===== config.mk =====
export PLATFORM = sky130hd
export DESIGN_NAME = vga_pixel_fetch_flat
export DESIGN_NICKNAME = d
export VERILOG_FILES = /design/src/rtl/vga_pixel_fetch_if.sv /design/src/rtl/vga_pixel_fetch.sv /design/src/flat_wrapper.sv
export SDC_FILE = /design/constraint.sdc
export NUM_CORES = 1
export LEC_CHECK = 0
export ABC_AREA = 1
export CAP_MARGIN = 10
export CORE_UTILIZATION = 35
export DETAILED_ROUTE_END_ITERATION = 10
export SYNTH_ARGS = -nofsm -noshare
export SYNTH_HDL_FRONTEND = slang
export SYNTH_SLANG_ARGS = --single-unit

===== constraint.sdc =====
create_clock -name clk -period 8.04 [get_ports clk]
set_clock_uncertainty 0.05 [all_clocks]
set_input_delay 1.608 -clock clk [delete_from_list [all_inputs] [get_ports clk]]
set_output_delay 1.608 -clock clk [all_outputs]
set_load 0.005 [all_outputs]

===== src/rtl/vga_pixel_fetch_if.sv =====
// Raster/ROM/pixel bundle for vga_pixel_fetch.
// The timing controller and ROM side drive it as master; the fetch block is the slave.
interface vga_pixel_fetch_if;
   logic        pix_en;
   logic [9:0]  x;
   logic [9:0]  y;
   logic        hsync_in;
   logic        vsync_in;
   logic        blank_b_in;
   logic [23:0] rom_addr;
   logic [23:0] rom_data;
   logic        hsync;
   logic        vsync;
   logic        blank_b;
   logic [7:0]  r;
   logic [7:0]  g;
   logic [7:0]  b;
   logic        frame_done;

   modport master (
      output pix_en, x, y, hsync_in, vsync_in, blank_b_in, rom_data,
      input  rom_addr, hsync, vsync, blank_b, r, g, b, frame_done
   );

   modport slave (
      input  pix_en, x, y, hsync_in, vsync_in, blank_b_in, rom_data,
      output rom_addr, hsync, vsync, blank_b, r, g, b, frame_done
   );
endinterface


===== src/rtl/vga_pixel_fetch.sv =====
// Two-stage image fetch for a VGA raster.
// Stage 1 issues the ROM word address for the current raster position.
// Stage 2 turns the returned ROM word into rgb, with the syncs delayed to match.
// Addressing is counter based: row_base advances by IMG_W per replicated row,
// and col advances once per SCALE pixels.
module vga_pixel_fetch #(
   parameter logic [9:0] LEFT  = 10'd0,
   parameter logic [9:0] TOP   = 10'd0,
   parameter int         IMG_W = 180,
   parameter int         IMG_H = 180,
   parameter int         SCALE = 1
) (
   input  logic             clk,
   input  logic             reset,
   vga_pixel_fetch_if.slave bus
);

   typedef enum logic {WAIT_FRAME, ACTIVE} state_t;

   localparam logic [11:0] X_SPAN    = 12'(IMG_W * SCALE);
   localparam logic [11:0] Y_SPAN    = 12'(IMG_H * SCALE);
   localparam logic [23:0] W24       = 24'(IMG_W);
   localparam logic [23:0] LAST_ADDR = 24'(IMG_W * IMG_H - 1);
   localparam logic        SREP      = (SCALE == 2);

   state_t      state_q, state_d;
   logic [23:0] rom_addr_q, rom_addr_d;
   logic [23:0] col_q, col_d, col_c;
   logic [23:0] row_base_q, row_base_d, row_c;
   logic        xrep_q, xrep_d, xrep_c;
   logic        yrep_q, yrep_d, yrep_c;
   logic [11:0] xoff, yoff;
   logic        frame_start, in_win, last_col, fd_d;
   logic        in_win_q, hs1_q, vs1_q, bl1_q;
   logic        hs2_q, vs2_q, bl2_q, frame_done_q;
   logic [7:0]  r_q, g_q, b_q, r_d, g_d, b_d;

   // Offsets wrap to a large value left of / above the window, so one compare each suffices
   assign xoff        = {2'b00, bus.x} - {2'b00, LEFT};
   assign yoff        = {2'b00, bus.y} - {2'b00, TOP};
   assign frame_start = bus.pix_en && (bus.x == '0) && (bus.y == '0);
   assign in_win      = ((state_q == ACTIVE) || frame_start) && (xoff < X_SPAN) && (yoff < Y_SPAN);
   assign last_col    = (xoff == X_SPAN - 12'd1);

   // Next state: leave WAIT_FRAME at the first frame start; only reset returns there
   always_comb begin
      state_d = state_q;
      if (state_q == WAIT_FRAME && frame_start) state_d = ACTIVE;
   end

   // Address counters; line/frame clears are folded in first so the current pixel sees them
   always_comb begin
      col_c      = (bus.x == LEFT) ? '0 : col_q;
      xrep_c     = (bus.x == LEFT) ? 1'b0 : xrep_q;
      row_c      = frame_start ? '0 : row_base_q;
      yrep_c     = frame_start ? 1'b0 : yrep_q;
      col_d      = col_c;
      xrep_d     = xrep_c;
      row_base_d = row_c;
      yrep_d     = yrep_c;
      rom_addr_d = rom_addr_q;
      fd_d       = 1'b0;
      if (in_win) begin
         rom_addr_d = row_c + col_c;
         if (xrep_c == SREP) begin
            xrep_d = 1'b0;
            col_d  = col_c + 24'd1;
         end else begin
            xrep_d = xrep_c + 1'b1;
         end
         if (last_col) begin
            if (yrep_c == SREP) begin
               yrep_d     = 1'b0;
               row_base_d = row_c + W24;
            end else begin
               yrep_d = yrep_c + 1'b1;
            end
            fd_d = (yoff == Y_SPAN - 12'd1) && (rom_addr_d == LAST_ADDR);
         end
      end
   end

   // Colour select: black outside the window or during blanking
   always_comb begin
      r_d = '0;
      g_d = '0;
      b_d = '0;
      if (in_win_q && bl1_q) begin
         r_d = bus.rom_data[7:0];
         g_d = bus.rom_data[15:8];
         b_d = bus.rom_data[23:16];
      end
   end

   // State, counters and stage 1 registers advance only on pix_en
   always_ff @(posedge clk or posedge reset) begin
      if (reset) begin
         state_q    <= WAIT_FRAME;
         rom_addr_q <= '0;
         col_q      <= '0;
         row_base_q <= '0;
         xrep_q     <= 1'b0;
         yrep_q     <= 1'b0;
         in_win_q   <= 1'b0;
         hs1_q      <= 1'b1;
         vs1_q      <= 1'b1;
         bl1_q      <= 1'b0;
      end else if (bus.pix_en) begin
         state_q    <= state_d;
         rom_addr_q <= rom_addr_d;
         col_q      <= col_d;
         row_base_q <= row_base_d;
         xrep_q     <= xrep_d;
         yrep_q     <= yrep_d;
         in_win_q   <= in_win;
         hs1_q      <= bus.hsync_in;
         vs1_q      <= bus.vsync_in;
         bl1_q      <= bus.blank_b_in;
      end
   end

   // Stage 2: rgb and the timing signals delayed one more pix_en
   always_ff @(posedge clk or posedge reset) begin
      if (reset) begin
         r_q   <= '0;
         g_q   <= '0;
         b_q   <= '0;
         hs2_q <= 1'b1;
         vs2_q <= 1'b1;
         bl2_q <= 1'b0;
      end else if (bus.pix_en) begin
         r_q   <= r_d;
         g_q   <= g_d;
         b_q   <= b_d;
         hs2_q <= hs1_q;
         vs2_q <= vs1_q;
         bl2_q <= bl1_q;
      end
   end

   // frame_done is cleared on non-pix_en edges so it stays a single-clk pulse
   always_ff @(posedge clk or posedge reset) begin
      if (reset) frame_done_q <= 1'b0;
      else       frame_done_q <= bus.pix_en && fd_d;
   end

   assign bus.rom_addr   = rom_addr_q;
   assign bus.hsync      = hs2_q;
   assign bus.vsync      = vs2_q;
   assign bus.blank_b    = bl2_q;
   assign bus.r          = r_q;
   assign bus.g          = g_q;
   assign bus.b          = b_q;
   assign bus.frame_done = frame_done_q;

endmodule


===== src/flat_wrapper.sv =====
// flat-port wrapper written by rule: the top's interface ports become plain ports
module vga_pixel_fetch_flat 
#(
   parameter logic [9:0] LEFT  = 10'd0,
   parameter logic [9:0] TOP   = 10'd0,
   parameter int         IMG_W = 180,
   parameter int         IMG_H = 180,
   parameter int         SCALE = 1
)
  (clk, reset, bus_pix_en, bus_x, bus_y, bus_hsync_in, bus_vsync_in, bus_blank_b_in, bus_rom_data, bus_rom_addr, bus_hsync, bus_vsync, bus_blank_b, bus_r, bus_g, bus_b, bus_frame_done);
  vga_pixel_fetch_if bus_i ();
  input  logic clk;
  input  logic reset;
  input wire logic [$bits(bus_i.pix_en)-1:0] bus_pix_en;
  input wire logic [$bits(bus_i.x)-1:0] bus_x;
  input wire logic [$bits(bus_i.y)-1:0] bus_y;
  input wire logic [$bits(bus_i.hsync_in)-1:0] bus_hsync_in;
  input wire logic [$bits(bus_i.vsync_in)-1:0] bus_vsync_in;
  input wire logic [$bits(bus_i.blank_b_in)-1:0] bus_blank_b_in;
  input wire logic [$bits(bus_i.rom_data)-1:0] bus_rom_data;
  output wire logic [$bits(bus_i.rom_addr)-1:0] bus_rom_addr;
  output wire logic [$bits(bus_i.hsync)-1:0] bus_hsync;
  output wire logic [$bits(bus_i.vsync)-1:0] bus_vsync;
  output wire logic [$bits(bus_i.blank_b)-1:0] bus_blank_b;
  output wire logic [$bits(bus_i.r)-1:0] bus_r;
  output wire logic [$bits(bus_i.g)-1:0] bus_g;
  output wire logic [$bits(bus_i.b)-1:0] bus_b;
  output wire logic [$bits(bus_i.frame_done)-1:0] bus_frame_done;
  assign bus_i.pix_en = bus_pix_en;
  assign bus_i.x = bus_x;
  assign bus_i.y = bus_y;
  assign bus_i.hsync_in = bus_hsync_in;
  assign bus_i.vsync_in = bus_vsync_in;
  assign bus_i.blank_b_in = bus_blank_b_in;
  assign bus_i.rom_data = bus_rom_data;
  assign bus_rom_addr = bus_i.rom_addr;
  assign bus_hsync = bus_i.hsync;
  assign bus_vsync = bus_i.vsync;
  assign bus_blank_b = bus_i.blank_b;
  assign bus_r = bus_i.r;
  assign bus_g = bus_i.g;
  assign bus_b = bus_i.b;
  assign bus_frame_done = bus_i.frame_done;
  vga_pixel_fetch #(.LEFT(LEFT), .TOP(TOP), .IMG_W(IMG_W), .IMG_H(IMG_H), .SCALE(SCALE)) u_core (.clk(clk), .reset(reset), .bus(bus_i));
endmodule

**Word-level counts from Yosys, hierarchy flattened**

Index checks and enable logic that the tools add are counted.

- Word-level logic and storage cells: 60
- Register bits after elaboration: 107

- Bitwise gates (word level): 1
- Mux-type cells: 19
- Equal/unequal tests: 3
- $add $sub $neg: 5
- Magnitude comparators: 2
- Reduce and logical (&&, ||, !) cells: 13

Operators by type and width:

| operator | count |
|---|---|
| $mux W24 | 7 |
| $add A24 B1 Y24 const B | 1 |
| $add A24 B24 Y24 | 1 |
| $add A24 B8 Y24 const B | 1 |
| $eq A24 B15 Y1 const B | 1 |
| $mux W8 | 3 |
| $eq A10 B8 Y1 const B | 2 |
| $logic_not A10 Y1 | 2 |
| $lt A10 B8 Y1 const B | 2 |
| $mux W1 | 9 |
| $logic_and A1 B1 Y1 | 8 |
| $reduce_and A2 Y1 | 2 |
| $add A1 B1 Y1 const B | 2 |
| $logic_or A1 B1 Y1 | 1 |
| $not A1 Y1 | 1 |

**Logic depth before layout (Yosys ltp)**

Gate-level depths: netlist of run 1.

- Word-level depth: 10
- Mapped depth: 24
- Depth with buffers taken out: 23

**Least setup slack after synthesis of run 1**

Ideal clock, no wire load.

- Path kind: input-to-reg
- Start: input bus_y[9]
- End: register u_core.frame_done_q (netlist: u_core.bus.frame_done)
- Path buffers: 1
- Slack: 3.509 ns
- Arrival time: 4.401 ns
- Setup time: 0.080 ns
- Stages on the path: 23
- Required time: 7.910 ns
- Cell sequence: nor2_1 nand3_1 nor2_1 nand3_4 inv_1 clkbuf_1 nor2_1 ha_1 fa_1 inv_1 o21ai_0 a21o_1 nand3_1 nand2_2 nand2_1 nand2_1 nand2_1 nand2_1 nand3_1 nand3_1 nand2_1 nand3_1 nor3_2

- Cells in the longest elaborated chain, start to end: 9
- Elaborated cells on any way between the ends: 14
- Those cells by class: add/sub: 1; order compare: 1; eq/ne: 2; mux: 3; reduce/logical: 7

Ends and longest elaborated chain:

| element | RTL line | RTL |
|---|---|---|
| start, declared | flat_wrapper.sv:16 | `input wire logic [$bits(bus_i.y)-1:0] bus_y;` |
| $logic_not A10 Y1 | vga_pixel_fetch.sv:41 | `assign frame_start = bus.pix_en && (bus.x == '0) && (bus.y == '0);` |
| $logic_and A1 B1 Y1 | vga_pixel_fetch.sv:41 |  |
| $mux W24 | vga_pixel_fetch.sv:55 | `row_c = frame_start ? '0 : row_base_q;` |
| $add A24 B24 Y24 | vga_pixel_fetch.sv:64 | `rom_addr_d = row_c + col_c;` |
| $eq A24 B15 Y1 | vga_pixel_fetch.sv:78 | `fd_d = (yoff == Y_SPAN - 12'd1) && (rom_addr_d == LAST_ADDR);` |
| $logic_and A1 B1 Y1 | vga_pixel_fetch.sv:78 |  |
| $mux W1 | vga_pixel_fetch.sv:71 | `if (last_col) begin` |
| $mux W1 * | vga_pixel_fetch.sv:63 | `if (in_win) begin` |
| $logic_and A1 B1 Y1 * | vga_pixel_fetch.sv:144 | `else frame_done_q <= bus.pix_en && fd_d;` |
| end signal, assigned | vga_pixel_fetch.sv:144 |  |
| end, declared | vga_pixel_fetch.sv:35 | `logic hs2_q, vs2_q, bl2_q, frame_done_q;` |

Mark *: on every way between the ends. The rest lies on a longest branch, timed or not.
A chain may end at the register's enable or synchronous reset.

**Final worst setup path of run 1**

- Start: input bus_x[9]
- End: register u_core.frame_done_q (netlist: u_core.bus.frame_done)

- Cells in the longest elaborated chain, start to end: 10
- Elaborated cells on any way between the ends: 16
- Those cells by class: add/sub: 1; order compare: 1; eq/ne: 2; mux: 4; reduce/logical: 8

Ends and longest elaborated chain:

| element | RTL line | RTL |
|---|---|---|
| start, declared | flat_wrapper.sv:15 | `input wire logic [$bits(bus_i.x)-1:0] bus_x;` |
| $logic_not A10 Y1 | vga_pixel_fetch.sv:41, vga_pixel_fetch.sv:53 |  |
| $logic_and A1 B1 Y1 (2 in a row) | vga_pixel_fetch.sv:41 |  |
| $mux W24 | vga_pixel_fetch.sv:55 |  |
| $add A24 B24 Y24 | vga_pixel_fetch.sv:64 |  |
| $eq A24 B15 Y1 | vga_pixel_fetch.sv:78 |  |
| $logic_and A1 B1 Y1 | vga_pixel_fetch.sv:78 |  |
| $mux W1 | vga_pixel_fetch.sv:71 |  |
| $mux W1 * | vga_pixel_fetch.sv:63 |  |
| $logic_and A1 B1 Y1 * | vga_pixel_fetch.sv:144 |  |

Marks and branches as above.

==> results of run 1 <==
==> cell usage after synthesis (2+ instances only) <==
library cell / instances / share of area [%]
xnor2_1: 14 / 1.8
dfstp_2: 4 / 1.5
inv_1: 141 / 7.6
nand3b_1: 3 / 0.32
o21ai_1: 2 / 0.14
o21ai_0: 51 / 3.7
nand3_2: 5 / 0.72
nor2_1: 116 / 6.3
nor3_1: 9 / 0.65
clkbuf_1: 18 / 0.97
o211ai_1: 2 / 0.22
nand2_1: 328 / 18
dfrtp_1: 103 / 37
nor2_4: 5 / 0.81
nor4_1: 6 / 0.54
buf_2: 2 / 0.14
xor2_1: 29 / 3.7
and2_1: 2 / 0.18
nor3_2: 4 / 0.58
nand3_1: 70 / 5.0
nand4_1: 17 / 1.5
a21oi_1: 18 / 1.3
nand2_2: 12 / 1.1
ha_1: 18 / 3.2
nor2_2: 8 / 0.72
inv_2: 6 / 0.32
==> flip-flops by register name, summed over array words and instances (netlist names) <==
name	count
u_core.yrep_q	1
u_core.col_q	24
u_core.bus.blank_b	1
u_core.bus.vsync	1
u_core.bus.hsync	1
u_core.bus.g	8
u_core.state_q	1
u_core.bus.b	8
u_core.bl1_q	1
u_core.row_base_q	24
u_core.vs1_q	1
u_core.in_win_q	1
u_core.hs1_q	1
u_core.xrep_q	1
u_core.bus.rom_addr	24
u_core.bus.r	8
u_core.bus.frame_done	1
==> metrics by stage <==
step	worst slack (ns)	power, mW
floorplan	3.51	0.664
global placement	2.00	0.747
detailed placement	1.90	0.750
CTS	2.28	1.24
global route	1.81	1.28
finish	2.32	1.22
==> cell families (layout without fill, tap and decap cells) <==
| group | after synthesis | in the layout | synth area share [%] |
|---|---|---|---|
| xor+xnor | 43 | 43 | 5.42 |
| buf+inv | 169 | 266 | 9.32 |
| compound gates | 78 | 78 | 5.88 |
| simple gates | 591 | 591 | 37.3 |
| fa+ha+maj | 19 | 19 | 3.53 |
| flops | 107 | 107 | 38.6 |
==> area by class of cell <==
type / instances / area [um2]
clock buffer: 9 / 225
clock inverter: 7 / 101
fill: 2013 / 10900
inverter: 147 / 554
multi-input combinational: 731 / 3620
sequential: 107 / 2680
tap: 265 / 332
timing repair buffer: 103 / 1030
==> worst register-to-register path: stages, from the launching register on <==
cell and delay, ns:
dfrtp_1 0.37, inv_1 0.05, nor2_1 0.28, ha_1 0.27, fa_1 0.23, inv_1 0.06, o21ai_0 0.26, a21o_1 0.16
nand3_1 0.11, nand2_2 0.12, nand2_1 0.06, nand2_1 0.12, nand2_1 0.08, nand2_1 0.08, nand3_1 0.09, nand2_1 0.08
nand2_1 0.04, nand2_1 0.07, nand3_1 0.08, nor3_2 0.16
==> power by group through the flow <==
stage          clock (mW)  sequential, mW  combinational (mW)
2_1_floorplan           0           0.589              0.0755
3_3_place_gp            0           0.588               0.158
3_5_place_dp            0           0.589               0.161
4_1_cts             0.499           0.578               0.162
5_1_grt             0.516           0.581               0.182
6_report            0.481           0.578               0.159
==> metal layers <==
| metal | vias up | wire [um] | track usage (%) | part of all wire, % |
|---|---|---|---|---|
| li1 | 3313 | - | - | - |
| met1 | 2840 | 8350 | 25.3 | 48 |
| met2 | 178 | 7760 | 28.8 | 45 |
| met3 | 26 | 938 | 3.55 | 5.4 |
| met4 | 0 | 377 | 6.79 | 2.2 |
| met5 | - | 0 | 0 | 0 |
==> worst min path at each step <==
stage	from	endpoint	slack (ns)	cells past startpoint
4_1_cts	u_core.vs1_q	u_core.vs1_q	0.42	2
3_5_place_dp	u_core.vs1_q	u_core.vs1_q	0.40	2
5_1_grt	u_core.bus.vsync	u_core.bus.vsync	0.43	2
6_report	u_core.vs1_q	u_core.vs1_q	0.41	2
3_3_place_gp	u_core.bus.vsync	u_core.bus.vsync	0.40	2
2_1_floorplan	u_core.bl1_q	u_core.bl1_q	0.39	2
==> run_results.csv, run 1 <==
group,metric,value,unit
final_layout,postLayoutCellArea,0.00854,mm2
final_layout,final_net_count,1168,
synth,syn_avg_cell_area,6.91,um2
synth,synth_edf_count,0,
synth,ys_warn_count,0,
routing,first_iter_violations,438,
grt,grt_pass1_wl,29500,um
setup_path,slowest_stage,"inv_1",
cts,clk_latency,0.37,ns
grt,grt_usage,18.5,%
synth,synthFlopType,"dfrtp_1",
power,internal_power,0.877,mW
routing,via_per_inst,4.64,
setup_path,critPathTopFamily,"simple AND/OR/NAND/NOR gates",
setup_path,rr_worst_depth,19,
setup_path,critPathMaxFanout,34,
sta,hold_viol,0,
synth,postSynthCellCount,1007,
routing,drc,0,
power,p_clk_share,39.5,%
grt,grt_max_degree,80,
setup_path,crit_arrival,5.97,ns
setup_path,crit_chain,"clkdlybuf4s50_1, nor2_2, nand3_2, nor2_4, nand3_4, inv_1, nor2_1, ha_1, fa_1, inv_1, o21ai_0, a21o_1, nand3_1, nand2_2, nand2_1, nand2_1, nand2_1, nand2_1, nand3_1, nand3_1, nand2_1, nand3_1, nor3_2",
die,fp.dieH,143,um
hold_path,hp-class,"register to register",
cts,cts_htree_levels,3,
final_layout,diodes,0,
synth,syn_area,0.00695,mm2
die,core-area,0.0195,mm2
sta,slew_violations,0,
final_layout,layout_commonest_cell,"nand2_1",
synth,ys_seq_area_share,38.6,%
placement,dpl_cell_area,0.00822,mm2
power,p_per_area,143,mW/mm2
die,die_area,0.0204,mm2
power,p_leak,4.24,nW
cts,clk_pin_slew,0.09,ns
setup_path,cp_data_required_time,8.29,ns
setup_path,path_buf_inv,3,
setup_path,crit_type,"input port to register",
setup_path,cp_common_cell,"nand2_1",
power,p_sw_share,28.0,%
sta,fmax,175,MHz
synth,yosysUniqueCellTypes,40,
synth,synthArstFlopShare,100,%
setup_path,worstSetupEndpoint,"u_core.bus.frame_done",
synth,ys_ff_latch,107,
setup_path,reg2reg_slack,5.16,ns
placement,place.gp.congestion,0.909,
power,sequentialPowerShare,47.4,%
cts,post_cts_buffers,0,
cts,clock-sinks,107,
grt,grt_antenna_before_repair,0,
final_layout,layout-drive-gt1-share,6.25,%
sta,whs,0.414,ns
routing,wire_per_inst,12.7,um
final_layout,areaGrowthSynthToFinish,22.9,%
final_layout,fin_util,43.9,%
setup_path,reg2reg_from,"u_core.col_q[0]",
setup_path,slowest_delay,0.52,ns
run,max_cap_viol_count,0,
sta,min_period_over_period,71.1,%
die,rows,51,
die,start_util,35.7,%
die,die-width,143,um
power,ir_drop,101,uV
cts,numCtsBuffers,9,
setup_path,path_depth,23,
power,combPwrFrac,13.1,%
sta,worst_slew_margin_rel,32.7,%
routing,wirelength,17400,um
cts,cts_tree,"done",
sta,fin_tns_setup,0,ns
placement,io_buffers,101,
setup_path,worst_setup_path_start_kind,"input port",
placement,place_inst,1353,
power,power.switching,0.341,mW
sta,setup-violations-final,0,
sta,min_period,5.72,ns
setup_path,end_kind,"register",
routing,antenna_left,0,
synth,synth_nets,1076,
grt,grt_overflow,0,
routing,firstDrtPassIters,7,
cts,clk_path_buf_depth,2,
placement,hpwl,13600,um
cts,cts-root-buf,"clkbuf_16",
outcome,status,"finished, final reports clean",
setup_path,crit_start,"bus_x[9]",
cts,cts_resized,0,
die,io-pin-count,102,
final_layout,layout.cells.non_filler,1369,
routing,vias,6357,
sta,tightest_slew,1.01,ns
sta,rsz0062_at_grt,"no",
grt,grt_pass1_vias,5984,
final_layout,final_cell_mix,"nand2_1 (328), inv_1 (140), nor2_1 (116)",
setup_path,r2r-end,"u_core.bus.frame_done",
cts,ctsHoldBuffers,0,
(Power assumes the default switching activity.)
==> run 2, diff against run 1 <==
clock period = 5 ns   (was 8.04 ns; I/O delays follow)
==> run 2 against run 1 <==
  * Largest cell class unchanged
  * Worst setup slack lost 1.4 ns
  * Via count shrank 0.88%
  * Die area is the same
  * Highest routed layer unchanged
  * Register-to-register slack lost 3.0 ns
==> run_results.csv, run 2 (synthesized netlist as in run 1, its figures left out) <==
group,metric,value,unit
outcome,status,"finished, final reports clean",
die,die_area,0.0204,mm2
sta,rsz0062_at_grt,"no",
routing,vias,6301,
routing,wirelength,17600,um
sta,fin_ws,0.969,ns
setup_path,slowest_stage,"fa_1",
hold_path,min_path_cells,2,
setup_path,crit_type,"input port to register",
cts,cts-root-buf,"clkbuf_16",
die,fp.dieH,143,um
power,ir_drop,160,uV
sta,fmax,248,MHz
sta,worst_slew_margin_rel,45.9,%
grt,grt_max_degree,58,
setup_path,cp_common_cell,"nor2_1",
die,core-area,0.0195,mm2
sta,min_period_over_period,80.6,%
sta,setup-violations-final,0,
setup_path,crit_chain,"clkdlybuf4s50_1, nor2_1, nand3_1, nor2_1, nand3_4, inv_1, nor2_1, ha_1, fa_1, nand2_1, nor2_1, nand4_1, nor2_1, nand3_1, nor2_1, nand2_1, nor2_1, nand2_1, nor2_1, nand2_1, nor2_1, nand4_1, nor3_2",
routing,wire_per_inst,12.8,um
setup_path,path_buf_inv,2,
sta,fin_tns_setup,0,ns
grt,grt_antenna_before_repair,0,
placement,io_buffers,101,
hold_path,hp-class,"register to register",
power,p_per_area,228,mW/mm2
die,rows,51,
final_layout,diodes,0,
power,p_leak,4.27,nW
final_layout,seqCellArea,0.00268,mm2
setup_path,critPathMaxFanout,5,
setup_path,rr_worst_depth,19,
die,io-pin-count,102,
sta,hold_viol,0,
placement,place_ws,0.566,ns
grt,grt_pass1_vias,6088,
setup_path,slowest_delay,0.52,ns
grt,grt_overflow,0,
placement,hpwl,13600,um
setup_path,reg2reg_from,"u_core.col_q[0]",
routing,via_per_inst,4.58,
routing,drc,0,
final_layout,nFillCells,2002,
setup_path,crit_start,"bus_y[9]",
routing,first_iter_violations,367,
final_layout,layout_commonest_cell,"nand2_1",
sta,tightest_slew,0.810,ns
cts,cts_htree_levels,3,
routing,antenna_left,0,
die,start_util,35.7,%
cts,clk_pin_slew,0.09,ns
setup_path,r2r-end,"u_core.bus.frame_done",
setup_path,cp_data_required_time,5.23,ns
hold_path,hold_start,"u_core.vs1_q",
final_layout,areaGrowthSynthToFinish,23.6,%
grt,grt_pass1_wl,29900,um
die,die-width,143,um
setup_path,worst_setup_path_start_kind,"input port",
setup_path,reg2reg_slack,2.19,ns
final_layout,layout-drive-gt1-share,6.76,%
cts,ctsHoldBuffers,0,
cts,cts_resized,0,
run,max_cap_viol_count,0,
setup_path,end_kind,"register",
final_layout,multiInputGateArea,0.00362,mm2
hold_path,min_to,"u_core.vs1_q",
setup_path,crit_arrival,4.27,ns
grt,grt_usage,18.6,%
cts,clk_path_buf_depth,2,
setup_path,critPathTopFamily,"simple AND/OR/NAND/NOR gates",
final_layout,final_cell_mix,"nand2_1 (328), inv_1 (140), nor2_1 (116)",
placement,place.gp.congestion,0.941,
final_layout,final_net_count,1174,
cts,clk_latency,0.37,ns
cts,cts_tree,"done",
sta,min_period,4.03,ns
cts,numCtsBuffers,9,
cts,clock-sinks,107,
routing,firstDrtPassIters,5,
sta,slew_violations,0,
cts,post_cts_buffers,0,
run 2: cell count changes in the layout (fill, tap and decap cells not counted), sizes merged:
cell,delta
buf,+6
inv,-2
clkinv,+2
run 2: cell type report:
cell class | instances | area share (%)
sequential | 107 | 31.2
clock buffer | 9 | 2.62
clock inverter | 7 | 1.24
tap | 265 | 3.86
timing repair buffer | 109 | 12.5
inverter | 147 | 6.45
multi-input combinational | 731 | 42.2
run 2: power by group:
group / switching [mW] / leakage (nW) / internal, mW
Combinational: 0.127 / 2.70 / 0.134
Sequential: 0.0238 / 1.40 / 0.907
Clock: 0.396 / 0.158 / 0.371
run 2: worst reg2reg max path: stages (launching register included):
cell	delay (ns)
dfrtp_1	0.39
inv_1	0.05
nor2_1	0.22
ha_1	0.24
fa_1	0.22
inv_1	0.06
o21ai_0	0.25
a21o_1	0.16
nand3_1	0.11
nand2_2	0.11
nand2_1	0.05
nand2_1	0.12
nand2_1	0.09
nand2_1	0.09
nand3_1	0.09
nand2_1	0.07
nand2_1	0.04
nand2_1	0.07
nand3_1	0.08
nor3_2	0.16
run 2: worst max path at each step:
stage                                        to  depth (start not counted)  slack [ns]
after floorplan           u_core.bus.frame_done                         23        1.08
after global placement    u_core.bus.frame_done                         21        0.64
after detailed placement  u_core.bus.frame_done                         23        0.57
after CTS                 u_core.bus.frame_done                         23        0.93
after global routing      u_core.bus.frame_done                         23        0.61
final                     u_core.bus.frame_done                         23        0.97
run 2: layer usage:
| layer | track usage [%] | part of all wire, % | vias up |
|---|---|---|---|
| met1 | 25.2 | 50 | 2821 |
| met2 | 29.6 | 44 | 129 |
| met3 | 3.82 | 4.8 | 17 |
| met5 | 0 | 0 | - |
| li1 | - | - | 3334 |
| met4 | 5.38 | 1.4 | 0 |
run 2: through the flow:
step                      hold WS (ns)  total power [mW]  std cells  area [um2]  utilization, %
after floorplan                  0.392              1.07       1007        6950               -
after global placement           0.403              1.21       1359        8260            42.5
after detailed placement         0.402              1.21       1359        8260            42.5
after CTS                        0.417              1.99       1375        8590            44.2
after global routing             0.428              2.06       1375        8590            44.2
final                            0.414              1.96       1375        8590            44.2
==> run 3, diff against run 2 <==
clock period = 3.4 ns   (was 5 ns; I/O delays follow)
==> run 3 against run 2 <==
  * Final area grew 16%
  * Utilization grew 7.0 points
  * Wire length grew 9.6%
  * Critical path depth shrank 3
  * Sequential power grew 47%
  * Final cell count grew 13%
  * Flip-flop and latch count is the same
  * Clock power grew 45%
  * First-iteration DRC count shrank 16%
  * Combinational power grew 100%
  * Via count grew 11%
  * Power grew 53%
  * Largest cell class unchanged
  * Largest power group unchanged
==> run_results.csv, run 3 (synthesized netlist as in run 1, its figures left out) <==
group,metric,value,unit
outcome,status,"finished, final reports clean",
setup_path,worst_setup_path_start_kind,"input port",
die,die-width,143,um
grt,grt_pass1_vias,6891,
run,max_cap_viol_count,0,
power,p_sw_share,27.4,%
die,io-pin-count,102,
die,die_area,0.0204,mm2
routing,drc,0,
placement,place.gp.congestion,0.921,
power,p_per_area,301,mW/mm2
placement,place_inst,1521,
grt,grt_pass1_wl,32700,um
grt,grt_max_degree,41,
routing,wire_per_inst,12.4,um
die,start_util,35.7,%
power,combPwrFrac,17.4,%
setup_path,critPathTopFamily,"simple AND/OR/NAND/NOR gates",
sta,worst_slew_margin_rel,49.0,%
setup_path,critPathMaxFanout,14,
placement,dpl_cell_area,0.00951,mm2
setup_path,crit_type,"input port to register",
hold_path,hp-class,"register to register",
setup_path,cp_data_required_time,3.64,ns
cts,clk_latency,0.37,ns
sta,fin_tns_setup,0,ns
setup_path,crit_arrival,3.43,ns
cts,clock-sinks,107,
die,core-area,0.0195,mm2
sta,slew_violations,0,
sta,hold_viol,0,
sta,fmax,313,MHz
grt,grt_antenna_before_repair,0,
placement,hpwl,15300,um
sta,tightest_slew,0.766,ns
die,fp.dieH,143,um
grt,grt_overflow,0,
power,p_leak,5.15,nW
routing,first_iter_violations,308,
sta,min_period_over_period,93.9,%
final_layout,final_net_count,1349,
die,rows,51,
final_layout,postLayoutCellArea,0.00996,mm2
cts,cts-root-buf,"clkbuf_16",
routing,via_per_inst,4.53,
routing,wirelength,19300,um
cts,cts_tree,"done",
final_layout,layout_commonest_cell,"nand2_1",
sta,fin_ws,0.208,ns
setup_path,slowest_stage,"ha_1",
setup_path,end_kind,"register",
setup_path,crit_chain,"buf_6, nor2_4, nand3_2, nor2_4, nand3_4, buf_4, buf_4, nand2_1, inv_1, ha_1, nand3_1, nor2_1, buf_4, and2_1, nand3_1, nand3_1, nand2_1, nand2_1, nand4_1, nor3_2",
power,internal_power,2.18,mW
setup_path,path_buf_inv,5,
final_layout,layout.cells.non_filler,1550,
routing,firstDrtPassIters,5,
power,p_clk_share,37.0,%
setup_path,slowest_delay,0.36,ns
power,power.switching,0.822,mW
cts,numCtsBuffers,9,
routing,vias,7020,
cts,clk_pin_slew,0.08,ns
grt,grt_usage,20.4,%
sta,rsz0062_at_grt,"yes",
final_layout,layout-drive-gt1-share,22.3,%
cts,clk_path_buf_depth,2,
cts,cts_htree_levels,3,
sta,setup-violations-final,0,
power,ir_drop,226,uV
cts,ctsHoldBuffers,0,
placement,io_buffers,101,
placement,place_ws,-0.578,ns
power,sequentialPowerShare,45.6,%
final_layout,fin_util,51.2,%
final_layout,final_cell_mix,"nand2_1 (328), buf_4 (181), inv_1 (137)",
routing,antenna_left,0,
final_layout,areaGrowthSynthToFinish,43.3,%
final_layout,diodes,0,
sta,min_period,3.19,ns
-- run 3: metal layers --
metal	up-vias	track usage, %	part of all wire [%]
met4	0	7.70	2.3
met5	-	0	0
met1	3156	27.3	48
met3	32	3.35	4.4
met2	151	33.0	45
li1	3681	-	-
-- run 3: worst paths after layout --
path / slack (ns) / startpoint / depth (start not counted) / end
min in group asynchronous: 0.73 / reset / 2 / u_core.bus.r[0]
setup / recovery: 0.21 / bus_x[9] / 20 / u_core.bus.frame_done
hold / removal: 0.42 / u_core.bus.hsync / 2 / u_core.bus.hsync
hold reg to reg: 0.42 / u_core.bus.hsync / 2 / u_core.bus.hsync
setup reg to reg: 0.68 / u_core.col_q[0] / 18 / u_core.bus.frame_done
max in group asynchronous: 1.91 / reset / 3 / u_core.bus.rom_addr[22]
-- run 3: metrics by stage --
| stage | total power [mW] | hold slack (ns) |
|---|---|---|
| after floorplan | 1.57 | 0.392 |
| after global placement | 1.88 | 0.401 |
| after detailed placement | 1.89 | 0.404 |
| after CTS | 3.03 | 0.418 |
| after global routing | 3.14 | 0.438 |
| final | 3.00 | 0.415 |
-- run 3: worst min-delay path, stage by stage (launching register included) --
cell	delay, ns
dfstp_2	0.38
nand2_1	0.05
nand2_1	0.04
-- run 3: final cells by class --
class	instances	area [um2]
Fill cell	1955	9500
Multi-Input combinational cell	731	3710
Sequential cell	107	2680
Timing Repair Buffer	284	2360
Inverter	147	558
Tap cell	265	332
Clock buffer	10	239
Clock inverter	6	81.3
-- run 3: power groups by stage --
stage | Sequential (mW) | Clock, mW | Combinational, mW
2_1_floorplan | 1.39 | 0 | 0.179
3_3_place_gp | 1.39 | 0 | 0.486
3_5_place_dp | 1.39 | 0 | 0.495
4_1_cts | 1.37 | 1.15 | 0.518
5_1_grt | 1.38 | 1.19 | 0.580
6_report | 1.37 | 1.11 | 0.522
-- run 3: repair_timing --
item / CTS / global route
gates resized for setup: 18 / 67
setup buffers: 10 / 3
endpoints found under the setup margin: 6 / 36
pin swaps: 7 / 29
